==> src/rtl/ifu.sv <==
// Instruction fetch unit: assembles 24-bit big-endian instructions from a
// byte-wide synchronous-read program memory and hands them to the ECU.
module ifu #(
  parameter logic [15:0] RESET_PC = 16'h0000
) (
  input  logic        clk,
  input  logic        rst,
  input  logic        fetch_en,
  output logic [15:0] mem_addr,
  output logic        mem_rd,
  input  logic [7:0]  mem_data,
  output logic [23:0] raw,
  output logic [15:0] pc_out,
  output logic        raw_valid,
  input  logic        raw_ready,
  input  logic        redirect,
  input  logic [15:0] redirect_addr,
  output logic [2:0]  state_dbg
);

  localparam logic [2:0] S_A0 = 3'd0;
  localparam logic [2:0] S_A1 = 3'd1;
  localparam logic [2:0] S_A2 = 3'd2;
  localparam logic [2:0] S_C  = 3'd3;
  localparam logic [2:0] S_V  = 3'd4;

  logic [2:0]  state_q, state_d;
  logic [15:0] pc_q, pc_d;
  logic [23:0] raw_q, raw_d;

  // Handshake: an instruction transfers on any cycle where raw_valid and
  // raw_ready are both high; raw/pc_out hold while raw_valid && !raw_ready.
  always_comb begin
    state_d  = state_q;
    pc_d     = pc_q;
    raw_d    = raw_q;
    mem_rd   = 1'b0;
    mem_addr = pc_q;
    case (state_q)
      S_A0: begin
        if (fetch_en) begin
          mem_rd  = 1'b1;
          state_d = S_A1;
        end
      end
      S_A1: begin
        mem_rd         = 1'b1;
        mem_addr       = pc_q + 16'd1;
        raw_d[23:16]   = mem_data;
        state_d        = S_A2;
      end
      S_A2: begin
        mem_rd         = 1'b1;
        mem_addr       = pc_q + 16'd2;
        raw_d[15:8]    = mem_data;
        state_d        = S_C;
      end
      S_C: begin
        raw_d[7:0]     = mem_data;
        state_d        = S_V;
      end
      S_V: begin
        if (raw_ready) begin
          pc_d    = pc_q + 16'd3;
          state_d = S_A0;
        end
      end
      default: state_d = S_A0;
    endcase
    // A jump wins over fetch progress and over a simultaneous accept.
    if (redirect) begin
      pc_d    = redirect_addr;
      state_d = S_A0;
      raw_d   = raw_q;
    end
  end

  always_ff @(posedge clk) begin
    if (rst) begin
      state_q <= S_A0;
      pc_q    <= RESET_PC;
      raw_q   <= 24'h000000;
    end else begin
      state_q <= state_d;
      pc_q    <= pc_d;
      raw_q   <= raw_d;
    end
  end

  assign raw       = raw_q;
  assign pc_out    = pc_q;
  assign raw_valid = (state_q == S_V);
  assign state_dbg = state_q;

endmodule

==> config.mk <==
export PLATFORM = sky130hd
export DESIGN_NAME = ifu
export DESIGN_NICKNAME = d
export VERILOG_FILES = /design/src/rtl/ifu.sv
export SDC_FILE = /design/constraint.sdc
export NUM_CORES = 1
export LEC_CHECK = 0
export CAP_MARGIN = 10
export CORE_MARGIN = 2
export CORE_UTILIZATION = 44
export DETAILED_ROUTE_END_ITERATION = 10
export PLACE_DENSITY = 0.79
export SKIP_LAST_GASP = 1
export SLEW_MARGIN = 20
export SYNTH_ARGS = -nofsm -noshare
export SYNTH_HDL_FRONTEND = slang
export SYNTH_SLANG_ARGS = --single-unit
==> constraint.sdc <==
create_clock -name clk -period 2 [get_ports clk]
set_input_delay 0.4 -clock clk [delete_from_list [all_inputs] [get_ports clk]]
set_output_delay 0.4 -clock clk [all_outputs]
set_load 0.05 [all_outputs]
-- Word level (Yosys, flattened, before mapping)
Cells that the tools add are included.
Widths: inputs -> output; s select.
- register bits: 43
- bits of input ports: 29
- output and inout port bits: 61
- logic and storage cells: 34
- add/sub/neg operators: 3
- equality and inequality tests: 6
- mux-type cells: 9
- bitwise logic cells: 1
- reduce and logical (&&, ||, !) cells: 10
- operator list (operator ; number):
    $mux 16 ; 3
    $add 16x2->16 const B ; 2
    $pmux 16 s2 ; 1
    $add 16x1->16 const B ; 1
    $pmux 3 s5 ; 1
    $reduce_and 2->1 ; 5
    $eq 3x2->1 const B ; 2
    $mux 3 ; 2
    $reduce_bool 2->1 ; 2
    $reduce_or 2->1 ; 2
    $eq 3x1->1 const B ; 1
    $eq 3x3->1 const B ; 1
    $logic_not 3->1 ; 1
    $ne 2x1->1 const B ; 1
    $ne 2x2->1 const B ; 1
    $pmux 1 s2 ; 1
    $mux 1 ; 1
    $not 1->1 ; 1

-- Logic depth before layout (Yosys ltp)
Gate-level depths: netlist of the first run.
- word-level depth: 4
- depth in mapped cells: 6
- gate-level depth less buffers: 6

-- Worst setup path after synthesis of the first run
No wires, ideal clock.
- path kind: reg-to-output
- start point: register state_q[1] (netlist: state_dbg[1])
- end point: output port mem_addr[2]
- data arrival time: 2.663 ns
- required time: 1.600 ns
- slack: -1.063 ns
- stages on the path, launching flop included: 6
- path buffers: 2
- cell sequence: dfxtp_1 -> clkbuf_1 -> clkbuf_1 -> nand2b_1 -> o21ai_0 -> a221oi_1
- word-level cells in the longest chain between the ends: 2
- ends and longest elaborated chain (what ; RTL line ; text):
    start: declaration ; 27 ; logic [2:0] state_q, state_d;
    start signal: assignment ; 84 ; state_q <= state_d;
    $eq 3x2->1 or $eq 3x1->1 (tied branches) ; 39 ; case (state_q)
    $pmux 16 s2 * ; 39 ;
    end: declaration ; 9 ; output logic [15:0] mem_addr,
Every way passes the cells marked *; elsewhere a longest branch is shown, timed or not.

-- Worst setup path in the final report of the first run
- start point: register pc_q[1] (netlist: pc_out[1])
- end point: output port mem_addr[15]
- word-level cells in the longest chain between the ends: 2
- ends and longest elaborated chain (what ; RTL line ; text):
    start: declaration ; 28 ; logic [15:0] pc_q, pc_d;
    start signal: assignment ; 85 ; pc_q <= pc_d;
    $add 16x2->16 or $add 16x1->16 (tied branches) ; 54, 48 ;
    $pmux 16 s2 * ; 39 ;
Marks and branches as above.

==> metrics, run 1 <==
share of layout cells above drive strength 1=approximately 36%; antenna violations before repair=0; Clock Power Share=a little over a quarter; unrepaired setup endpoints after global routing=true; Switch Pwr=0.8122 mW; Hold Violations, Final=0; Synth Register Bits=between 40 and 50; top post-synthesis cells by area=dfxtp_1 (38%), nand2_1 (11%), a21oi_1 (6.3%); clk_lat worst skew=between 300 and 400 ps; failing checks=negative setup slack; Placer Congestion=0.8382; Finish-stage setup viols=20; worst endpoint required time=1600 ps; Die W=roughly 76 µm; DRC errors left=0; Core Util, Final=roughly nine tenths; sequential share of power=40.6%; crit path max fanout=6; DRT Wirelength=10010 µm; routing usage on met2=55.54%; Lkg Pwr=between 1.5 and 2 nW; htree depth=2; Hold/Removal Path Class=reg2reg; Antenna Nets Post-Route=0; share of the synthesized area in the top cell type=37.58%; Synth area leader=dfxtp_1; CTS tree=done; Cell Int Power=between 1 and 1.5 mW; maxcap violations=0; kind of cell adding the most delay to the critical path=buffers and inverters; share of total power in combinational logic=between 30% and 40%; post-synthesis cell count=about 300; Syn Std Cell Area=approximately 2300 µm²; Bufs and invs on worst path=3; Critical path origin=pc_out[1]$_SDFFE_PP0P_; total number of yosys warnings=0; GRT met1 Usage=34.88%; CP max-delay cell=dfxtp_4; Core Box Area=between 5000 and 6000 µm²; max frequency=about 0.42 GHz; First-pass DRT Iterations=5; Area Overhead vs Synth=97.32%; Vias/cell=between 5 and 6; ys flop type=dfxtp_1; GR Overflow Total=0; syn nets=between 300 and 400; Final Cycle Share=120.2%; average size of a mapped cell=approximately 7.6 µm²; crit start category=register; Crit. End Element=output port; Slew @ Worst Pin=roughly 550 ps; first-pass GRT wire length=approximately 14000 µm; DR iter-0 viols=about 260; cell mode on critical path=buf_12; status=finished, violations left; final setup margin=-404.6 ps; final total power=roughly 2.3 mW; Sink Count=between 40 and 50; CTS Hold Buffers Added=0; Min Hold Slack=about 460 ps; met3 Usage GRT=6.991%; critical path class=reg2out; DR vias=about 3000; site row count=26; most common cell in the netlist=nand2_1; highest cell delay on the worst timing path=390 ps; fin. max-slew vios=0; clock skew=about 6.0 ps; number of different library cells in the post-synthesis netlist=44; sequential area share after synthesis=between 30% and 40%; slew margin rel.=approximately 63%; Final min period=between 2000 and 2500 ps; Clock Pin Slew Worst Setup and Hold Paths=approximately 100 ps; pin count of the biggest net entering global routing=27; root buf cell=clkbuf_8; io pins=90; EDFF count, synth=0; die height=~76 µm; vias in the first global route=slightly below 3000; TritonCTS buffer count=5; Die Area=approximately 5800 µm²; Max clock buf depth=2; reg2reg start=pc_out[3]$_SDFFE_PP0P_; dpl hpwl=6211 µm; Power Density=roughly 500 nW/µm²; GRT Total Usage=between 30% and 40%; Post-synth top cells=nand2_1 (66), dfxtp_1 (43), a21oi_1 (29); Initial Util=between 40% and 50%; NumNets Final=between 400 and 500; peak supply drop=606.6 µV; Critical Path AT=around 2000 ps; Async SR Flop Fraction=0%; Final TNS setup=-4617 ps; switch share=35.72%; most used routing layer=met2; Avg WL per Cell=19.48 µm; Hold Crit Start=raw[14]$_SDFFE_PP0P_; CP Cell Sequence=buf_4 > ha_4 > nand4b_1 > a21oi_4 > buf_12 > nand2_4 > xnor2_4 > buf_12; I/O Buffers=89; ANT cells=0
worst min-delay path, delay by kind of cell, from the launching register on:
| family | cells | cell delay (ps) |
|---|---|---|
| compound gates | 1 | 50 |
| flops | 1 | 320 |
| simple gates | 1 | 50 |
layer usage:
| layer | vias up | share of wire, % |
|---|---|---|
| met2 | 185 | 50 |
| li1 | 1335 | - |
| met3 | 49 | 7.6 |
| met4 | 0 | 4.2 |
| met5 | - | 0 |
| met1 | 1437 | 38 |
repair_timing:
item,CTS,global route
pin swaps,11,10
setup buffers,14,9
gates resized for setup,18,26
endpoints found under the setup margin,20,26
kinds of logic (layout without fill, tap and decap cells):
| family | Yosys count | in the layout | synth area share (%) |
|---|---|---|---|
| buf+inv | 27 | 168 | 4.478 |
| xor+xnor | 23 | 23 | 8.793 |
| simple gates | 145 | 145 | 30.26 |
| mux | 1 | 1 | 0.4369 |
| flops | 43 | 43 | 37.58 |
| fa+ha+maj | 5 | 5 | 2.731 |
| compound gates | 59 | 59 | 15.73 |
flip-flops by register name (all words and copies together), names as in the netlist:
name,flops
pc_out,16
raw,24
state_dbg,3
worst paths after layout:
check                                          endpoint  slack [ps]  cells after the start
worst max register to register  pc_out[15]$_SDFFE_PP0P_        -130                      8
worst min-delay path               raw[14]$_SDFFE_PP0P_         460                      2
worst min register to register     raw[14]$_SDFFE_PP0P_         460                      2
worst max-delay path                       mem_addr[15]        -400                      8
cell type report:
type,instances,area (µm²)
Fill cell,243,554.3
Sequential cell,43,919.6
Clock inverter,3,26.28
Inverter,8,32.53
Clock buffer,5,68.82
Tap cell,70,87.58
Timing Repair Buffer,152,1569
Multi-Input combinational cell,233,1817
stage by stage:
stage | instance area, µm² | worst slack (ps) | cells
final | 4521 | -404.6 | 514
after global routing | 4521 | -452.4 | 514
after CTS | 4344 | -353.8 | 505
after detailed placement | 4065 | -99.62 | 483
after global placement | 4065 | -37.37 | 483
after floorplan | 2750 | -146.2 | 303
layout by cell type (no fill, tap or decap), drive strengths merged, types with 7 or more instances in the layout:
master          n
a211oi          7
a21oi          29
buf            90
clkdlybuf4s50  54
dfxtp          43
inv            10
nand2          66
nand2b          7
nor2           24
nor3           12
o21ai           7
xnor2          15
xor2            8
power by group through the flow:
stage                     clock network, mW  logic [mW]  registers [mW]
after floorplan                           0       0.273            1.05
after global placement                    0       0.663           0.951
after detailed placement                  0       0.675           0.952
after CTS                             0.609       0.697           0.922
after global routing                  0.638       0.764           0.926
final                                 0.610       0.740           0.924
(Power assumes the default switching activity.)
==> inputs of run 2 (changes only) <==
--- a/config.mk
+++ b/config.mk
@@ -10,6 +10,7 @@
 export CORE_UTILIZATION = 44
 export DETAILED_ROUTE_END_ITERATION = 10
 export PLACE_DENSITY = 0.79
+export RECOVER_POWER = 100
 export SKIP_LAST_GASP = 1
 export SLEW_MARGIN = 20
 export SYNTH_ARGS = -nofsm -noshare
==> results of run 2 <==
The final DEF is identical to that of run 1; final timing and power are the same.
==> inputs of run 3 (changes only) <==
--- a/config.mk
+++ b/config.mk
@@ -11,6 +11,7 @@
 export DETAILED_ROUTE_END_ITERATION = 10
 export PLACE_DENSITY = 0.79
 export RECOVER_POWER = 100
+export REMOVE_ABC_BUFFERS = 1
 export SKIP_LAST_GASP = 1
 export SLEW_MARGIN = 20
 export SYNTH_ARGS = -nofsm -noshare
==> run 3 against run 2 <==
  * Combinational power increased by 6.6%
  * Highest routed layer unchanged
  * Sequential share of layout area is 0.85 points lower
  * Power up 7.6%
  * Non-clock buffer count grew 6
  * The run still ends with negative setup slack left
  * Routed wire length grew 19%
  * Design area about the same
  * Die area stayed put
  * Critical path type unchanged
==> metrics, run 3 (synthesis results as in run 1) <==
status=finished, violations left (unchanged); failing checks=negative setup slack (unchanged); Hold/Removal Path Class=reg2reg (unchanged); Core Util, Final=89.15% (was 89.08%); reg-to-reg critical path endpoint=pc_out[9]$_SDFFE_PP0P_ (was pc_out[15]$_SDFFE_PP0P_); crit path max fanout=5 (was 6); unrepaired setup endpoints after global routing=true (unchanged); crit start category=register (unchanged); Clock Pin Slew Worst Setup and Hold Paths=90 ps (was 100 ps); vias in the first global route=2895 (was 2932); site row count=26 (unchanged); CTS Hold Buffers Added=0 (unchanged); Hold Violations, Final=0 (unchanged); Post-Route M1 WL=4305 µm (was 3827 µm); fillers=212 (was 243); Core Box Area=5075 µm² (unchanged); dpl hpwl=5986 µm (was 6211 µm); peak supply drop=497.8 µV (was 606.6 µV); Initial Util=45.14% (unchanged); pin count of the biggest net entering global routing=26 (was 27); die height=76.16 µm (unchanged); DR vias=3211 (was 3006); Area Overhead vs Synth=97.49% (was 97.32%); Die W=76.16 µm (unchanged); Antenna Nets Post-Route=0 (unchanged); Vias/cell=6.175 (was 5.848); DRC errors left=0 (unchanged); max reg flops=24 (unchanged); Max clock buf depth=2 (unchanged); most frequent cells in the layout=buf_4 (68), nand2_1 (63), clkdlybuf4s50_1 (52), dfxtp_1 (34), a21oi_1 (29) (was nand2_1 (64), buf_4 (63), clkdlybuf4s50_1 (54), a21oi_1 (27), dfxtp_1 (26)); Crit. End Element=output port (unchanged); fin. max-slew vios=0 (unchanged); Critical path origin=pc_out[1]$_SDFFE_PP0P_ (unchanged); slew margin rel.=63.89% (was 63.49%); Sink Count=43 (unchanged); io pins=90 (unchanged); Final TNS setup=-5493 ps (was -4617 ps); met3 WL=929 µm (was 763 µm); Lkg Pwr=1.869 nW (was 1.849 nW); first-pass GRT wire length=14750 µm (was 14390 µm); CTS tree=done (unchanged); final setup margin=-454.7 ps (was -404.6 ps); Worst R2R Setup Slack=-120 ps (was -130 ps); Placer Congestion=0.8906 (was 0.8382); DRT Wirelength=11910 µm (was 10010 µm); Final min period=2455 ps (was 2405 ps); Final Cycle Share=122.7% (was 120.2%); Critical Path AT=2050 ps (was 2000 ps); Die Area=5800 µm² (unchanged); htree depth=2 (unchanged); First-pass DRT Iterations=6 (was 5); GRT Total Usage=31.97% (was 30.83%); final total power=2.448 mW (was 2.274 mW); DR iter-0 viols=406 (was 259); GR Overflow Total=0 (unchanged); met2 WL=5822 µm (was 4999 µm); TritonCTS buffer count=5 (unchanged); root buf cell=clkbuf_8 (unchanged); Power Density=541.0 nW/µm² (was 503.0 nW/µm²); Finish-stage setup viols=19 (was 20); antenna violations before repair=0 (unchanged); I/O Buffers=89 (unchanged); reg2reg start=pc_out[1]$_SDFFE_PP0P_ (was pc_out[3]$_SDFFE_PP0P_); NumNets Final=483 (was 477); ANT cells=0 (unchanged); Avg WL per Cell=22.91 µm (was 19.48 µm); hold path depth=2 (unchanged); Hold Crit Start=raw[9]$_SDFFE_PP0P_ (was raw[14]$_SDFFE_PP0P_); maxcap violations=0 (unchanged); Top Metal Used=met4 (unchanged); critical path class=reg2out (unchanged); clk_lat worst skew=310 ps (about the same); hold endpoint=raw[9]$_SDFFE_PP0P_ (was raw[14]$_SDFFE_PP0P_); worst endpoint required time=1600 ps (about the same); max frequency=0.4074 GHz (was 0.4159 GHz); clock skew=4.621 ps (was 5.966 ps); Place WS=-178.8 ps (was -99.62 ps); Slew @ Worst Pin=539.9 ps (was 545.9 ps); commonest non-fill, non-tap cell in the layout=buf_4 (was nand2_1); share of layout cells above drive strength 1=37.33% (was 36.26%); R2R cell count=9 (was 8)
==> run 3: cell types whose count changed in the layout (fill, tap and decap cells not counted), moves of 3 or more <==
cell and change:
dfxtp_4 -11, dfxtp_1 +8, xor2_4 -7, buf_4 +5, buf_6 +5, buf_12 -4, clkbuf_16 +4, xor2_2 +4
dfxtp_2 +3, dlygate4sd2_1 -3, xor2_1 +3
==> run 3: power breakdown <==
group	leakage, nW	total [mW]	internal (mW)	switching, mW
Sequential	0.355	0.922	0.884	0.0388
Clock	0.0612	0.736	0.405	0.331
Combinational	1.45	0.789	0.344	0.445
==> run 3: timing repair <==
item,in CTS,in global routing
pin swaps,13,27
buffers inserted,9,10
endpoints found under the setup margin,19,27
gates resized for setup,50,61
==> run 3: worst max-delay path by stage <==
| stage | end | slack, ps | cells after the start |
|---|---|---|---|
| 2_1_floorplan | mem_addr[2] | -1040 | 5 |
| 3_3_place_gp | mem_addr[8] | -130 | 6 |
| 3_5_place_dp | mem_addr[8] | -180 | 6 |
| 4_1_cts | mem_addr[6] | -290 | 7 |
| 5_1_grt | mem_addr[8] | -480 | 6 |
| 6_report | mem_addr[8] | -450 | 6 |
==> run 3: metal layers <==
layer	GRT usage [%]	up-vias
met3	5.569	96
met5	0	-
met4	16.00	0
met1	38.22	1523
li1	-	1333
met2	55.36	259
==> run 3: critical path, cell delays in order (launching register included) <==
cell and delay, ps:
dfxtp_2 350, ha_2 190, nor4bb_4 290, a31oi_4 120
or3_4 410, xnor2_4 220, buf_12 170
==> run 3: cell type report <==
cell class                 count  area (µm²)  share of cell area (%)
clock inverter                 2       35.03                  0.7743
inverter                       8       40.04                  0.8850
sequential                    43       882.1                   19.50
multi-input combinational    233        1739                   38.44
timing repair buffer         158        1658                   36.64
clock buffer                   6       82.58                   1.825
tap                           70       87.58                   1.936
==> run 3: through the flow <==
stage | cells | hold slack (ps) | cell area (µm²)
after detailed placement | 495 | 446.5 | 3755
after CTS | 512 | 457.8 | 4180
after floorplan | 284 | 469.1 | 2218
final | 520 | 463.0 | 4524
after global placement | 495 | 441.4 | 3755
after global routing | 520 | 485.9 | 4524
==> RTL edit (flow settings as in run 3) <==
Reset style: asynchronous (`rst`), changed in one clocked block.
--- a/src/rtl/ifu.sv
+++ b/src/rtl/ifu.sv
@@ -76,5 +76,5 @@
   end
 
-  always_ff @(posedge clk) begin
+  always_ff @(posedge clk or posedge rst) begin
     if (rst) begin
       state_q <= S_A0;
Check against the original RTL: differs if rst is asserted again (counterexample within 4 cycles, from zero or initial values and one cycle with rst high); with rst held inactive, the same outputs for 10 cycles.
==> RTL edit against run 3 <==
- the flow still finishes with violations (negative setup slack)
- routed wire length shrank 27%
- register-to-register slack worse by 70 ps
- sequential cell count unchanged
- first-iteration DRC count fell by 44%
- synthesized area rose by 4.7%
- design area is 4.4% lower
- setup slack got worse by 31 ps
- critical path type unchanged
Power is not compared: it rests on default switching activity, and its combinational part moved more than twofold at a synthesized area within 25%.
==> RTL edit: results (changes against run 3) <==
| Metric | Value |
|---|---|
| Register area share after synthesis | 0.449 (+0.0729) |
| Mux share of post-synthesis cell area | 0.121 (+0.117) |
| Outcome | finished, violations left |
| Seq pwr | 1.23 mW |
| CP max stage delay | 460 ps (+50 ps) |
| Worst path arrival time | 2090 ps (+40 ps) |
| Fill count | 248 (+17%) |
| Final worst slack | -485 ps (-30.5 ps) |
| Xor and xnor area share after synthesis | 0.0876 (-0.000293) |
| Synth top cells by count | dfrtp_1 (43), mux2_2 (24), nand2_1 (21) |
| Violated checks | negative setup slack |
| Layout cells sized above 1 | 0.450 (+0.0768) |
| Period minus WS final | 2490 ps (+30.5 ps) |
| Initial detailed-routing violation count | 227 (-44%) |
| First-pass GRT wire length | 12.3 mm (-16%) |
| GPL Wtd Cong | 0.903 (+1.4%) |
| Clock skew after layout | 8.90 ps (+4.28 ps) |
| Post-synthesis adder-cell area fraction | 0.0209 (-0.00644) |
| Final setup violation count | 25 (+6) |
| Met2 WL post-DR | 4.34 mm (-25%) |
| Resize count post-CTS | 37 (-26%) |
| Vias in the first global route | 2441 (-16%) |
| Pre-antenna DRT Iters | 4 (-2) |
| Largest net degree at the start of global routing | 44 (+69%) |
| Met1 wire length | 3.34 mm (-23%) |
| Critical Path Fanout Max | 4 (-1) |
| Post-CTS setup buffer count | 2 (-7) |
| Total number of vias | 2475 (-23%) |
| Final Net Count | 403 (-17%) |
| All-Layer GR Usage | 0.259 (-0.0603) |
| Slowest CP cell | dfrtp_2 |
| Routed len/inst | 19.7 um (-14%) |
| Synth area leaders | dfrtp_1 (45%), mux2_2 (11%), xnor2_1 (6.6%), nand2_1 (3.3%), o21ai_0 (3.1%) |
| Met3 Wirelength | 690 um (-26%) |
| Post-synth cell types | 41 (-6.8%) |
| Relative max-transition margin | 0.293 (-0.346) |
| Top_reg_cell synth | dfrtp_1 |
## RTL edit: cell types whose count changed after synthesis, sizes merged, moves of 4 or more
cell and delta:
o21ai +9, nand2b -4, or3 -4, mux2 +24, nand2 -45, a21oi -25
dfxtp -43, dfrtp +43, clkbuf -7, nor2 -11
## RTL edit: worst paths after layout
check / startpoint / endpoint / slack (ps) / cells past startpoint
max: state_dbg[1] / mem_addr[15] / -490 / 5
min: raw[6] / raw[6] / 520 / 1
max reg2reg: state_dbg[1] / pc_out[13] / -190 / 8
min reg2reg: raw[6] / raw[6] / 520 / 1
max in group asynchronous: rst / state_dbg[1] / 420 / 3
min in group asynchronous: rst / raw[5] / 870 / 3
## RTL edit: stage by stage
step                 util  hold slack (ps)  std cells  setup slack (ps)  instance area [sq um]
floorplan               -              472        220             -1090                   2330
global placement    0.734              490        425             -90.6                   3800
detailed placement  0.734              494        425              -118                   3800
CTS                 0.806              456        435              -354                   4170
global route        0.836              523        441              -588                   4330
finish              0.836              517        441              -485                   4330
## RTL edit: worst reg2reg max path: stages, from the launching register on
cell,delay (ps)
dfrtp_2,460
buf_6,140
buf_4,140
clkbuf_16,140
nand4bb_1,340
nor3_1,300
buf_4,180
mux2i_1,200
nand3_1,140
## RTL edit: cell type report
type | count | area, sq um | area share
Inverter | 8 | 32.5 | 0.00752
Timing Repair Buffer | 143 | 1490 | 0.345
Sequential cell | 43 | 1080 | 0.250
Tap cell | 70 | 87.6 | 0.0202
Clock inverter | 3 | 71.3 | 0.0165
Clock buffer | 5 | 68.8 | 0.0159
Multi-Input combinational cell | 169 | 1490 | 0.345
## RTL edit: routing by layer
metal / vias to the layer above / global-route usage
met2: 129 / 0.434
li1: 1101 / -
met5: - / 0
met1: 1213 / 0.346
met4: 0 / 0.0821
met3: 32 / 0.0384
